--- config.mk ---
export PLATFORM = sky130hd
export DESIGN_NAME = fifo_access_arbiter
export DESIGN_NICKNAME = d
export VERILOG_FILES = /design/src/rtl/fifo_access_arbiter.sv
export SDC_FILE = /design/constraint.sdc
export NUM_CORES = 1
export LEC_CHECK = 0
export BUFFER_PORTS_ARGS = -buffer_cell sky130_fd_sc_hd__buf_2
export CAP_MARGIN = 15
export CORE_MARGIN = 2
export CORE_UTILIZATION = 29
export CTS_CLUSTER_SIZE = 12
export DETAILED_ROUTE_END_ITERATION = 10
export SYNTH_ARGS = -nofsm -noshare
export SYNTH_HDL_FRONTEND = slang
export SYNTH_SLANG_ARGS = --single-unit
--- constraint.sdc ---
create_clock -name clk -period 6 [get_ports clk]
set_clock_uncertainty 0.2 [all_clocks]
set_input_delay 0 -clock clk [delete_from_list [all_inputs] [get_ports clk]]
set_output_delay 0 -clock clk [all_outputs]
set_load 0.01 [all_outputs]
--- src/rtl/fifo_access_arbiter.sv ---
// rtl/fifo_access_arbiter.sv - round-robin owner of one FIFO's control pins for two producers, one consumer and a flush
module fifo_access_arbiter #(
    parameter int MEM_SIZE   = 10,
    parameter int FILL_LIMIT = (1 << MEM_SIZE) - 1
) (
    input  logic                clk,
    input  logic                reset,
    input  logic                wr_req0,
    input  logic [7:0]          wr_data0,
    output logic                wr_ack0,
    input  logic                wr_req1,
    input  logic [7:0]          wr_data1,
    output logic                wr_ack1,
    input  logic                rd_req,
    output logic [7:0]          rd_data,
    output logic                rd_valid,
    input  logic                flush,
    output logic                flush_busy,
    output logic                fifo_we,
    output logic                fifo_re,
    output logic [7:0]          fifo_dataIn,
    input  logic [7:0]          fifo_dataOut,
    input  logic [MEM_SIZE-1:0] fifo_count,
    input  logic                fifo_isEmpty
);

    localparam logic [MEM_SIZE-1:0] LIMIT = MEM_SIZE'(FILL_LIMIT);

    typedef enum logic [1:0] {IDLE, WRITE, READ, FLUSH} state_t;
    typedef enum logic [1:0] {SRC_RD, SRC_W0, SRC_W1, SRC_NONE} src_t;

    state_t      state, state_n;
    src_t        rr_ptr, rr_n, grant;
    logic        flush_pend, pend_n;
    logic        we_n, re_n, ack0_n, ack1_n, rdv_n, busy_n;
    logic [7:0]  din_n, rdd_n;
    logic [2:0]  elig;

    // Fixed rotation RD -> W0 -> W1, starting the search at the pointer.
    function automatic src_t pick(input src_t start, input logic [2:0] e);
        src_t g;
        g = SRC_NONE;
        case (start)
            SRC_RD: begin
                if (e[0])      g = SRC_RD;
                else if (e[1]) g = SRC_W0;
                else if (e[2]) g = SRC_W1;
            end
            SRC_W0: begin
                if (e[1])      g = SRC_W0;
                else if (e[2]) g = SRC_W1;
                else if (e[0]) g = SRC_RD;
            end
            default: begin
                if (e[2])      g = SRC_W1;
                else if (e[0]) g = SRC_RD;
                else if (e[1]) g = SRC_W0;
            end
        endcase
        return g;
    endfunction

    always_comb begin
        elig[0] = rd_req && !fifo_isEmpty;
        elig[1] = wr_req0 && (fifo_count < LIMIT);
        elig[2] = wr_req1 && (fifo_count < LIMIT);
        grant   = pick(rr_ptr, elig);
    end

    always_comb begin
        state_n = state;
        rr_n    = rr_ptr;
        pend_n  = flush_pend | flush;
        busy_n  = flush_pend | flush;
        we_n    = 1'b0;
        re_n    = 1'b0;
        ack0_n  = 1'b0;
        ack1_n  = 1'b0;
        rdv_n   = 1'b0;
        din_n   = fifo_dataIn;
        rdd_n   = rd_data;
        case (state)
            IDLE: begin
                if (flush_pend) begin
                    state_n = FLUSH;
                    re_n    = !fifo_isEmpty;
                end else begin
                    case (grant)
                        SRC_RD: begin
                            state_n = READ;
                            rdd_n   = fifo_dataOut;
                            rdv_n   = 1'b1;
                            re_n    = 1'b1;
                            rr_n    = SRC_W0;
                        end
                        SRC_W0: begin
                            state_n = WRITE;
                            we_n    = 1'b1;
                            din_n   = wr_data0;
                            ack0_n  = 1'b1;
                            rr_n    = SRC_W1;
                        end
                        SRC_W1: begin
                            state_n = WRITE;
                            we_n    = 1'b1;
                            din_n   = wr_data1;
                            ack1_n  = 1'b1;
                            rr_n    = SRC_RD;
                        end
                        default: ;
                    endcase
                end
            end
            WRITE, READ: state_n = IDLE;
            FLUSH: begin
                if (fifo_isEmpty) begin
                    state_n = IDLE;
                    pend_n  = flush;
                    busy_n  = flush;
                end else begin
                    // fifo_count still shows the pre-pop value while a pop is in flight.
                    re_n = fifo_re ? (fifo_count > MEM_SIZE'(1)) : 1'b1;
                end
            end
            default: state_n = IDLE;
        endcase
    end

    always_ff @(posedge clk or negedge reset) begin
        if (!reset) begin
            state       <= IDLE;
            rr_ptr      <= SRC_RD;
            flush_pend  <= 1'b0;
            flush_busy  <= 1'b0;
            fifo_we     <= 1'b0;
            fifo_re     <= 1'b0;
            fifo_dataIn <= 8'h00;
            wr_ack0     <= 1'b0;
            wr_ack1     <= 1'b0;
            rd_valid    <= 1'b0;
            rd_data     <= 8'h00;
        end else begin
            state       <= state_n;
            rr_ptr      <= rr_n;
            flush_pend  <= pend_n;
            flush_busy  <= busy_n;
            fifo_we     <= we_n;
            fifo_re     <= re_n;
            fifo_dataIn <= din_n;
            wr_ack0     <= ack0_n;
            wr_ack1     <= ack1_n;
            rd_valid    <= rdv_n;
            rd_data     <= rdd_n;
        end
    end

endmodule

==> flow_metrics.tcl <==
set metrics [dict create \
    dp_slack_ns 3.59 \
    synth_warnings 0 \
    portBuffers 62 \
    path_cells "dlygate4sd3_1, buf_2, nand2b_1, nor4_1, a311o_1, ha_1, mux2i_1, dlygate4sd3_1, a21oi_1" \
    power_frac_seq_pct 39.5 \
    synth_top_flop_cell "dfrtp_1" \
    yosysSeqAreaShare_pct 49.9 \
    dp_cells 225 \
    placed_cell_area_um2 1660 \
    status "finished clean" \
    fmax_mhz 353 \
    root_buffer "clkbuf_8" \
    worst_setup_path_start_kind "input pin" \
    routed_wl_mm 2.94 \
    route.antenna.remaining_nets 0 \
    synth-seq-cells 26 \
    dp.final_hpwl_mm 2.10 \
    synthSimpleGateAreaFrac_pct 14.0 \
    crit_path_frequent_cell "dlygate4sd3_1" \
    dr.pass1.iters 4 \
    synth_nets 162 \
    coreArea_um2 4350 \
    final_hold_viol_count 0 \
    vias_per_cell 4.50 \
    crit_slowest_cell "dlygate4sd3_1" \
    synth_edf_count 0 \
    synth_top_family_by_area "multiplexers" \
    nFillCells 395 \
    clkLatencyLatePin_ns 0.27 \
    postLayoutCellArea_um2 2020 \
    yosys.area_share.adder_pct 6.72 \
    synthCells 114 \
    drc 0 \
    setup_viol 0 \
    grt_pass1_wl_mm 5.19 \
    cts_sinks 26 \
    track_usage_pct 12.8 \
    grt_pass1_vias 1198 \
    syn-cell-area_um2 1300 \
    p_int_mw 0.484 \
    die_h_um 71.1 \
    row_count 24 \
    crit_path_start "fifo_isEmpty" \
    clk_path_buf_depth 2 \
    maxCapViolCount 0 \
    grt_max_degree 27 \
    fin_crit_sh_pct 47.1 \
    ctsResizeCount 0 \
    maxSlewHeadroom_pct 59.2 \
    fin_nets 255 \
    gp_congestion 0.738 \
    async_flop_share_pct 100 \
    wire_per_inst_um 11.4 \
    muxShareOfSynthArea_pct 14.8 \
    leakagePower_nw 1.01 \
    p_per_area_nw_per_um2 349 \
    cts_made_buffers 3 \
    combPwrFrac_pct 40.5 \
    r2r-start "rr_ptr[0]" \
    switchingPower_mw 0.221 \
    clkPwrFrac_pct 20.1 \
    io_pins 63 \
    yosysUniqueCellTypes 33 \
    syn_avg_cell_area_um2 11.4 \
    arrival_ns 2.76 \
    areaGrowthSynthToFinish_pct 55.2 \
    antennaDiodeCount 0 \
    drv_slew 0 \
    cts_tree "yes" \
    swShare_pct 31.4 \
    synth_xor_area_share_pct 0 \
    max_stage_delay_ns 0.58 \
    ir_drop_mv 0.189 \
    synth-compound-area-share_pct 11.8 \
    rsz0062_at_grt "false" \
    layout-drive-gt1-share_pct 38.8 \
    holdCritPathClass "input pin to asynchronous set/reset pin" \
    clk_pin_slew_ns 0.09 \
    totalPowerFinal_mw 0.706 \
    endpoint_kind "register" \
    overflow 0 \
    worstPathMaxFanout 9 \
    antenna_found_initial 0 \
    dieArea_um2 5050 \
    critPathKind "input pin to register" \
    final_util_pct 46.5 \
    stdcell_count 258 \
    crit_required_ns 5.93 \
    fin_tns_setup_ns 0 \
    holdWs_ns 0.0640 \
    fin_ws_ns 3.17 \
    htreeDepth 1 \
    die_x_um 71.1 \
    tightest_slew_ns 0.612 \
    postCtsHoldBufs 29 \
    drt-initial-drc-count 40 \
    period_needed_ns 2.83 \
    post-cts-setup-buffers 0 \
    vias 1162 \
    start_util_pct 29.9 \
]
## cell families (layout without fill, tap and decap cells)
| kind of cell | count (synthesis) | after routing |
|---|---|---|
| flip-flops | 26 | 26 |
| AO/OA/AOI/OAI | 24 | 24 |
| multiplexers | 18 | 18 |
| buffers and inverters | 8 | 100 |
| adder cells (fa/ha/maj) | 7 | 7 |
| AND/OR/NAND/NOR | 31 | 31 |
## registers in the layout (all words and copies together) (netlist names)
register,flops
fifo_dataIn,8
fifo_re,1
fifo_we,1
flush_pend,1
rd_data,8
rd_valid,1
rr_ptr,2
state,2
wr_ack0,1
wr_ack1,1
## synth_stat cells, drive strengths merged (2+ instances only)
library cell,number,area (um^2)
nand4,2,18.8
nand2b,3,18.8
mux2,10,113
nor4,2,12.5
dfrtp,26,651
inv,5,18.8
buf,2,12.5
nor3,2,10.0
ha,7,87.6
nand2,4,17.5
a21oi,9,45.0
nor2,9,33.8
and2,2,12.5
mux2i,8,80.1
o21ai,5,25.0
nor2b,4,25.0
## critical path, delay by kind of cell
kind	cells	cell delay (ns)
compound gates	2	0.28
mux	1	0.25
simple gates	2	0.48
buf+inv	3	1.24
fa+ha+maj	1	0.50
## layer usage
layer	global-route usage (%)	up-vias	wire length (um)
met5	0	-	0
met4	3.77	0	38
met3	2.56	2	121
met2	22.8	28	1440
met1	15.4	538	1340
li1	-	594	-
## power by group through the flow
stage / clock (mW) / combinational [mW] / sequential [mW]
2_1_floorplan: 0 / 0.139 / 0.304
3_3_place_gp: 0 / 0.258 / 0.282
3_5_place_dp: 0 / 0.262 / 0.282
4_1_cts: 0.149 / 0.291 / 0.279
5_1_grt: 0.155 / 0.320 / 0.287
6_report: 0.142 / 0.286 / 0.278
## layout by cell type, fill, tap and decap left out, drive strengths merged, types with 2 or more instances in the layout
master and instances:
nor3 2, mux2i 8, inv 5, nor2b 4, nor4 2, buf 62
and2 2, nand2b 3, nand2 4, nor2 9, nand4 2, mux2 10
dfrtp 26, a21oi 9, clkbuf 3, ha 7, dlygate4sd3 29, o21ai 5
## final timing paths
check,depth (start not counted),slack [ns],end
worst max-delay path,9,3.17,fifo_dataIn[5]
worst min-delay path,2,0.06,rr_ptr[1]
worst max register to register,7,3.43,fifo_dataIn[5]
worst min register to register,1,0.31,rd_data[0]
max in group asynchronous,2,5.14,rd_data[0]
min in group clk,4,0.14,wr_ack0
## final cells by class
| type | count | area [um^2] | share of cell area [%] |
|---|---|---|---|
| clock buffers | 3 | 41.3 | 2.04 |
| clock inverters | 1 | 30.0 | 1.48 |
| inverters | 5 | 18.8 | 0.928 |
| multi-input cells | 80 | 617 | 30.5 |
| flip-flops and latches | 26 | 651 | 32.2 |
| well taps | 52 | 65.1 | 3.22 |
| repair buffers | 91 | 601 | 29.7 |
No activity file was read; power rests on OpenSTA's default activity.
